==> config.mk <==
export PLATFORM = sky130hd
export DESIGN_NAME = ds_addr_seq
export DESIGN_NICKNAME = d
export VERILOG_FILES = /design/src/rtl/ds_addr_seq.sv
export SDC_FILE = /design/constraint.sdc
export NUM_CORES = 1
export LEC_CHECK = 0
export BUFFER_PORTS_ARGS = -buffer_cell sky130_fd_sc_hd__buf_4
export CAP_MARGIN = 5
export CORE_MARGIN = 2
export CORE_UTILIZATION = 45
export CTS_CLUSTER_DIAMETER = 30
export CTS_CLUSTER_SIZE = 14
export DETAILED_ROUTE_END_ITERATION = 8
export PLACE_DENSITY = 0.61
export SLEW_MARGIN = 10
export SYNTH_ARGS = -nofsm -noshare
export SYNTH_HDL_FRONTEND = slang
export SYNTH_SLANG_ARGS = --single-unit
==> constraint.sdc <==
create_clock -name clk -period 2.6 [get_ports clk]
set_input_delay 0.52 -clock clk [delete_from_list [all_inputs] [get_ports clk]]
set_output_delay 0.52 -clock clk [all_outputs]
set_load 0.02 [all_outputs]
==> src/rtl/ds_addr_seq.sv <==
`default_nettype none
// ============================================================================
// Module   : ds_addr_seq
// Purpose  : Walks the negedge address register over every kept pixel of a
//            STEP-decimated image, issuing one read handshake per pixel.
// Revision : 1.0
// ============================================================================
module ds_addr_seq #(
  parameter int          IMG_W = 256,
  parameter int          IMG_H = 256,
  parameter int          STEP  = 2,
  parameter logic [31:0] BASE  = 32'h0
) (
  input  logic        clk,
  input  logic        rst,
  input  logic        start,
  input  logic        mem_ack,
  output logic        busy,
  output logic        done,
  output logic        rd_req,
  output logic [2:0]  abus_en,
  output logic [3:0]  cbus_en,
  output logic [31:0] cbus_out,
  output logic        inc_en,
  output logic [31:0] pix_cnt
);

  localparam logic [31:0] c_OUT_W      = 32'(IMG_W / STEP);
  localparam logic [31:0] c_OUT_H      = 32'(IMG_H / STEP);
  localparam logic [31:0] c_ROW_STRIDE = 32'(STEP * IMG_W);
  localparam logic [31:0] c_STEP_LAST  = 32'(STEP - 1);
  localparam logic [3:0]  c_CBUS_LOAD  = 4'b1010;
  localparam logic [2:0]  c_ABUS_DRIVE = 3'b010;

  typedef enum logic [2:0] {
    S_IDLE     = 3'd0,
    S_LOAD     = 3'd1,
    S_REQ      = 3'd2,
    S_ADV      = 3'd3,
    S_NEXT_ROW = 3'd4,
    S_FIN      = 3'd5
  } state_t;

  state_t      r_state;
  state_t      w_next;
  logic [31:0] r_row_base;
  logic [31:0] r_row;
  logic [31:0] r_col;
  logic [31:0] r_step;
  logic [31:0] r_pix_cnt;
  logic        w_col_more;
  logic        w_row_more;

  assign w_col_more = (r_col < c_OUT_W - 32'd1);
  assign w_row_more = (r_row < c_OUT_H - 32'd1);
  assign pix_cnt    = r_pix_cnt;

  always_ff @(posedge clk) begin
    if (rst) begin
      r_state    <= S_IDLE;
      r_row_base <= 32'd0;
      r_row      <= 32'd0;
      r_col      <= 32'd0;
      r_step     <= 32'd0;
      r_pix_cnt  <= 32'd0;
    end else begin
      r_state <= w_next;
      case (r_state)
        S_IDLE: begin
          if (start) begin
            r_row_base <= BASE;
            r_row      <= 32'd0;
            r_col      <= 32'd0;
            r_pix_cnt  <= 32'd0;
          end
        end
        S_REQ: begin
          if (mem_ack) begin
            r_pix_cnt <= r_pix_cnt + 32'd1;
            if (w_col_more) begin
              r_col  <= r_col + 32'd1;
              r_step <= 32'd0;
            end
          end
        end
        S_ADV: r_step <= r_step + 32'd1;
        S_NEXT_ROW: begin
          r_row_base <= r_row_base + c_ROW_STRIDE;
          r_col      <= 32'd0;
          if (w_row_more) r_row <= r_row + 32'd1;
        end
        default: ;
      endcase
    end
  end

  // Moore decode: every output depends only on the current state and counters.
  always_comb begin
    w_next   = r_state;
    busy     = (r_state != S_IDLE);
    done     = 1'b0;
    rd_req   = 1'b0;
    abus_en  = 3'b000;
    cbus_en  = 4'b0000;
    cbus_out = 32'd0;
    inc_en   = 1'b0;
    case (r_state)
      S_IDLE: if (start) w_next = S_LOAD;
      S_LOAD: begin
        cbus_en  = c_CBUS_LOAD;
        cbus_out = r_row_base;
        w_next   = S_REQ;
      end
      S_REQ: begin
        rd_req  = 1'b1;
        abus_en = c_ABUS_DRIVE;
        if (mem_ack) w_next = w_col_more ? S_ADV : S_NEXT_ROW;
      end
      S_ADV: begin
        inc_en = 1'b1;
        if (r_step == c_STEP_LAST) w_next = S_REQ;
      end
      S_NEXT_ROW: w_next = w_row_more ? S_LOAD : S_FIN;
      S_FIN: begin
        done   = 1'b1;
        w_next = S_IDLE;
      end
      default: w_next = S_IDLE;
    endcase
  end

endmodule
`default_nettype wire

* Word level (Yosys, flattened, before mapping) *
Cells that the tools add are included.

word-level totals
  register bits after elaboration = 163
  bits of input ports = 4
  output and inout port bits = 75
  logic and storage cells = 60

cells by class
  add/sub/neg operators = 5
  $lt $le $gt $ge = 2
  eq/ne operators = 11
  multiplexer cells = 24
  reductions and logical operators = 12

operators with widths
  operator                                             number
  2-to-1 mux 32 bit                                    8
  case mux 32 bit (2 select lines)                     4
  adder 32 x 1 -> 32 bit, second input constant        4
  case mux 32 bit (3 select lines)                     1
  < comparator 32 x 7 -> 1 bit, second input constant  2
  adder 32 x 10 -> 32 bit, second input constant       1
  == test 32 x 1 -> 1 bit, second input constant       1
  2-to-1 mux 3 bit                                     5
  case mux 3 bit (5 select lines)                      1
  AND reduction 3 bit                                  4
  != test 2 bit, second input constant                 5
  == test 3 x 2 -> 1 bit, second input constant        2
  == test 3 bit, second input constant                 2
  nonzero test 2 bit                                   3
  nonzero test 3 bit                                   2
  2-to-1 mux 4 bit                                     1
  AND reduction 4 bit                                  1
  == test 3 x 1 -> 1 bit, second input constant        1
  zero test 3 bit                                      1
  2-to-1 mux 1 bit                                     3
  2-to-1 mux 2 bit                                     1
  AND reduction 2 bit                                  1

* Logic depth before layout (Yosys ltp) *
  depth after elaboration = 4
  depth in mapped cells = 9
  mapped depth without buffers = 7

* Worst setup path before layout *
OpenSTA, ideal clock, no wires.

  kind = flip-flop to output port
  from = register r_state[0]
  to = output cbus_out[22]
  arrival = 1696 ps
  required time = 2080 ps
  path slack = 384 ps
  cell stages (with the launch flop) = 5
  buffers on the path = 2
  cell sequence = dfxtp_1 > clkbuf_1 > nor3b_1 > clkbuf_1 > and2_1

between the ends
  word-level cells in the longest chain between the ends = 2

RTL lines
  item                      RTL line  text
  start: declaration        44        state_t r_state;
  start signal: assignment  67        r_state <= w_next;
  == test 3 x 1 -> 1 bit    107       case (r_state)
  2-to-1 mux 32 bit         107
  end: declaration          23        output logic [31:0] cbus_out,

No other way between the ends.

* Final worst setup path *
  from = register r_state[0]
  to = output cbus_out[12]

The elaborated chain is that of the path after synthesis.

==> report_table.html <==
<table>
<tr><th>Metric</th><th>Value</th></tr>
<tr><th colspan="2">Floorplanning</th></tr>
<tr><td>Core ar.</td><td>15100 um2</td></tr>
<tr><td>Number of rows created at floorplan</td><td>45</td></tr>
<tr><td>Vert. Die Dim</td><td>128 um</td></tr>
<tr><td>Die width</td><td>128 um</td></tr>
<tr><td>Top-Level Pins</td><td>79</td></tr>
<tr><td>Full die area</td><td>16400 um2</td></tr>
<tr><td>Effective utilization at floorplan</td><td>45.9%</td></tr>
<tr><th colspan="2">Global routing</th></tr>
<tr><td>Total global-route track usage</td><td>18.7%</td></tr>
<tr><td>Leftover overflow at the end of global routing</td><td>0</td></tr>
<tr><td>Maximum number of pins on one net before global-route repair</td><td>44</td></tr>
<tr><td>Via count of the first global-routing pass</td><td>5239</td></tr>
<tr><td>Global-route wire length before repair</td><td>25000 um</td></tr>
<tr><td>Initial antenna violation count</td><td>0</td></tr>
<tr><th colspan="2">Placed design</th></tr>
<tr><td>Placer congestion estimate</td><td>0.835</td></tr>
<tr><td>Port-buffer cells</td><td>65</td></tr>
<tr><td>DPL Wire Length</td><td>10300 um</td></tr>
<tr><td>Post-placement worst setup slack</td><td>0.357 ns</td></tr>
<tr><th colspan="2">Timing</th></tr>
<tr><td>Timing-limited maximum frequency</td><td>424 MHz</td></tr>
<tr><td>Slew headroom</td><td>56.5%</td></tr>
<tr><td>Min setup slack post-route</td><td>0.241 ns</td></tr>
<tr><td>Post-route clock period utilization</td><td>90.7%</td></tr>
<tr><td>Final total negative setup slack</td><td>0 ns</td></tr>
<tr><td>Worst Clk Skew</td><td>0.00786 ns</td></tr>
<tr><td>Actual slew at the worst max-slew pin</td><td>0.653 ns</td></tr>
<tr><td>Final setup violating endpoints</td><td>0</td></tr>
<tr><td>Hold Vio Cnt, Final</td><td>0</td></tr>
<tr><td>Final number of max-transition violations</td><td>0</td></tr>
<tr><td>Unrepaired setup endpoints after global routing</td><td>false</td></tr>
<tr><td>Final period demand of the worst path</td><td>2.36 ns</td></tr>
<tr><th colspan="2">CTS</th></tr>
<tr><td>CTS H-tree depth</td><td>4</td></tr>
<tr><td>CTS tree</td><td>yes</td></tr>
<tr><td>Setup bufs post-CTS</td><td>0</td></tr>
<tr><td>Clk pin slew, worst setup/hold paths</td><td>0.06 ns</td></tr>
<tr><td>Post-CTS Resized</td><td>0</td></tr>
<tr><td>Inserted Clock Buffers</td><td>17</td></tr>
<tr><td>Longest Clk Path Bufs</td><td>2</td></tr>
<tr><td>Total number of clock tree sinks</td><td>154</td></tr>
<tr><td>Skew-Pair Late Insertion Delay</td><td>0.42 ns</td></tr>
<tr><td>Number of buffers added to fix hold violations after cts</td><td>0</td></tr>
<tr><td>Root Buffer</td><td>sky130_fd_sc_hd__clkbuf_16</td></tr>
<tr><th colspan="2">Pwr</th></tr>
<tr><td>Internal power summed over all cells</td><td>0.00390 W</td></tr>
<tr><td>Sw frac</td><td>23.7%</td></tr>
<tr><td>Clock network fraction of design power</td><td>48.7%</td></tr>
<tr><td>Logic pwr share</td><td>4.6%</td></tr>
<tr><td>Pwr Total</td><td>0.00511 W</td></tr>
<tr><td>Fraction of power consumed by sequential logic</td><td>46.6%</td></tr>
<tr><td>Switching pwr</td><td>0.00121 W</td></tr>
<tr><td>Worst IR drop on VDD</td><td>0.000534 V</td></tr>
<tr><td>Static leakage</td><td>3.15 nW</td></tr>
<tr><td>Power per unit of standard cell area</td><td>623 nW/um2</td></tr>
<tr><th colspan="2">Finish</th></tr>
<tr><td>Area growth, synth to finish</td><td>18.5%</td></tr>
<tr><td>Multi-input gate area in the final layout</td><td>3590 um2</td></tr>
<tr><td>FF/Latch Area</td><td>3080 um2</td></tr>
<tr><td>Filler Cells Inserted</td><td>1348</td></tr>
<tr><td>Commonest non-fill, non-tap cell in the layout</td><td>sky130_fd_sc_hd__dfxtp_1</td></tr>
<tr><td>Final antenna diode count</td><td>0</td></tr>
<tr><td>Most frequent cells in the layout</td><td>sky130_fd_sc_hd__dfxtp_1, sky130_fd_sc_hd__nor2_1, sky130_fd_sc_hd__buf_4, sky130_fd_sc_hd__and2_1, sky130_fd_sc_hd__xor2_1</td></tr>
<tr><td>Final Net Count</td><td>862</td></tr>
<tr><td>Share of post-route cells with drive strength above 1</td><td>16.4%</td></tr>
<tr><th colspan="2">Yosys</th></tr>
<tr><td>Register area share after synthesis</td><td>44.5%</td></tr>
<tr><td>Share of flip-flops with an asynchronous set or reset after synthesis</td><td>0%</td></tr>
<tr><td>Area of the mapped netlist</td><td>6920 um2</td></tr>
<tr><td>Top FF cell, synth</td><td>sky130_fd_sc_hd__dfxtp_1</td></tr>
<tr><td>Cell count after synthesis</td><td>781</td></tr>
<tr><td>Number of enable flip-flop cells after synthesis</td><td>0</td></tr>
<tr><td>Synthesized area per cell</td><td>8.86 um2</td></tr>
<tr><td>Seq cells post-synth</td><td>154</td></tr>
<tr><td>Warnings, synthesis</td><td>0</td></tr>
<tr><td>Post-synthesis cell type count</td><td>60</td></tr>
<tr><th colspan="2">Critical path</th></tr>
<tr><td>Data arrival time at the worst-slack endpoint</td><td>1.84 ns</td></tr>
<tr><td>Critical path peak fanout</td><td>25</td></tr>
<tr><td>Required time reported for the critical path endpoint</td><td>2.08 ns</td></tr>
<tr><td>Worst Setup Path Type</td><td>reg2out</td></tr>
<tr><td>CP Launch Type</td><td>flip-flop</td></tr>
<tr><td>Critical path capture point type</td><td>output port</td></tr>
<tr><th colspan="2">Hold path</th></tr>
<tr><td>Worst hold path type</td><td>in2reg</td></tr>
<tr><th colspan="2">Drt</th></tr>
<tr><td>Vias per Instance</td><td>5.32</td></tr>
<tr><td>Iteration-0 DRC Markers</td><td>271</td></tr>
<tr><td>Detail-routed net length per standard cell</td><td>14.1 um</td></tr>
<tr><td>Final antenna-violating net count</td><td>0</td></tr>
<tr><td>Total routed wirelength</td><td>14800 um</td></tr>
<tr><td>Via count</td><td>5606</td></tr>
<tr><td># DRC</td><td>0</td></tr>
<tr><td>Pre-Repair DR Iteration Count</td><td>4</td></tr>
<tr><th colspan="2">Outcome</th></tr>
<tr><td>Result of the run</td><td>finished, final reports clean</td></tr>
<tr><th colspan="2">Flow run</th></tr>
<tr><td>Total of max-cap violations</td><td>0</td></tr>
</table>
==> state kept, by name (all words and copies together) (netlist names) <==
signal	flops
r_step	32
r_row	32
r_row_base	23
r_col	32
pix_cnt	32
r_state	3
==> through the flow <==
stage | utilization (%) | std cells | hold slack, ns | instance area [um2]
6_report | 54.4 | 1053 | 0.410 | 8200
5_1_grt | 54.4 | 1053 | 0.464 | 8200
4_1_cts | 54.4 | 1053 | 0.400 | 8200
3_5_place_dp | 50.4 | 1021 | 0.445 | 7600
3_3_place_gp | 50.4 | 1021 | 0.442 | 7600
2_1_floorplan | - | 793 | 0.430 | 6970
==> power groups by stage <==
stage	Sequential (W)	Combinational, W	Clock [W]
2_1_floorplan	0.00243	0.000184	0
3_3_place_gp	0.00243	0.000236	0
3_5_place_dp	0.00243	0.000240	0
4_1_cts	0.00238	0.000241	0.00255
5_1_grt	0.00238	0.000262	0.00264
6_report	0.00238	0.000237	0.00249
==> cell type report <==
class | instances | area share, %
Clock buffer | 18 | 5.35
Inverter | 11 | 0.503
Tap cell | 188 | 2.87
Clock inverter | 14 | 1.97
Timing Repair Buffer | 87 | 7.96
Multi-Input combinational cell | 581 | 43.8
Sequential cell | 154 | 37.6
==> logic make-up (layout without fill, tap and decap cells) <==
| logic type | after synthesis | after routing | synth area share (%) |
|---|---|---|---|
| buffers and inverters | 58 | 130 | 4.36 |
| and+or+nand+nor | 388 | 388 | 30.9 |
| xor gates and xnor gates | 59 | 59 | 7.47 |
| muxes | 6 | 6 | 0.922 |
| adders and majority gates | 6 | 6 | 1.08 |
| DFF | 154 | 154 | 44.5 |
| other | 1 | 13 | 0.0542 |
| AOI/OAI and AO/OA | 109 | 109 | 10.6 |
==> critical path, cell delays in order (launching register included) <==
cell and delay [ns]:
sky130_fd_sc_hd__dfxtp_1 0.58, sky130_fd_sc_hd__nor3b_2 0.25, sky130_fd_sc_hd__buf_4 0.26, sky130_fd_sc_hd__and2_1 0.18
sky130_fd_sc_hd__buf_4 0.15
==> cells in the mapped netlist, types with 2 or more instances <==
cell type	count	area, um2
sky130_fd_sc_hd__nor3_1	13	65.1
sky130_fd_sc_hd__mux2_2	3	33.8
sky130_fd_sc_hd__o21ai_0	17	85.1
sky130_fd_sc_hd__nor4_4	3	63.8
sky130_fd_sc_hd__a22oi_1	2	15.0
sky130_fd_sc_hd__nor2_2	2	12.5
sky130_fd_sc_hd__nor2_1	108	405
sky130_fd_sc_hd__clkbuf_1	21	78.8
sky130_fd_sc_hd__xnor2_1	11	96.3
sky130_fd_sc_hd__buf_4	18	135
sky130_fd_sc_hd__xor2_1	48	420
sky130_fd_sc_hd__a311oi_1	2	17.5
sky130_fd_sc_hd__and4_1	15	131
sky130_fd_sc_hd__a31oi_1	11	68.8
sky130_fd_sc_hd__or4_1	5	37.5
sky130_fd_sc_hd__ha_1	6	75.1
sky130_fd_sc_hd__or3_1	13	81.3
sky130_fd_sc_hd__nor4_1	14	87.6
sky130_fd_sc_hd__dfxtp_1	154	3080
sky130_fd_sc_hd__nand2_1	47	176
sky130_fd_sc_hd__inv_1	11	41.3
sky130_fd_sc_hd__o41ai_1	3	26.3
sky130_fd_sc_hd__and2_1	67	419
sky130_fd_sc_hd__buf_2	7	35.0
sky130_fd_sc_hd__nor4_2	3	37.5
sky130_fd_sc_hd__nand2b_1	5	31.3
sky130_fd_sc_hd__nand4_2	2	25.0
sky130_fd_sc_hd__and3b_1	2	17.5
sky130_fd_sc_hd__nand3b_1	3	22.5
sky130_fd_sc_hd__o2111ai_1	10	87.6
sky130_fd_sc_hd__a21oi_1	28	140
sky130_fd_sc_hd__and3_1	15	93.8
sky130_fd_sc_hd__mux2i_1	3	30.0
sky130_fd_sc_hd__nand3_1	38	190
sky130_fd_sc_hd__o21a_1	6	45.0
sky130_fd_sc_hd__o31ai_1	4	30.0
sky130_fd_sc_hd__nor3b_1	6	45.0
sky130_fd_sc_hd__o211ai_1	15	113
sky130_fd_sc_hd__nand4_1	15	93.8
sky130_fd_sc_hd__nor2b_1	4	25.0
sky130_fd_sc_hd__a32oi_1	2	17.5
==> path summary, 6_finish.rpt <==
kind	start	endpoint	slack [ns]	cells after the start
setup reg to reg	r_state[2]	r_row_base[24]	0.35	6
hold reg to reg	r_row[21]	r_row[21]	0.46	1
hold / removal	mem_ack	pix_cnt[1]	0.41	3
setup / recovery	r_state[0]	cbus_out[12]	0.24	4
==> per-layer routing <==
| layer | part of all wire, % | wire length (um) | GRT usage, % | vias to the layer above |
|---|---|---|---|---|
| met5 | 0 | 0 | 0 | - |
| met4 | 1.5 | 218 | 7.18 | 0 |
| met3 | 4.6 | 678 | 4.26 | 13 |
| met2 | 46 | 6830 | 30.5 | 108 |
| met1 | 48 | 7070 | 24.1 | 2615 |
| li1 | - | - | - | 2870 |
(Power assumes the default switching activity.)
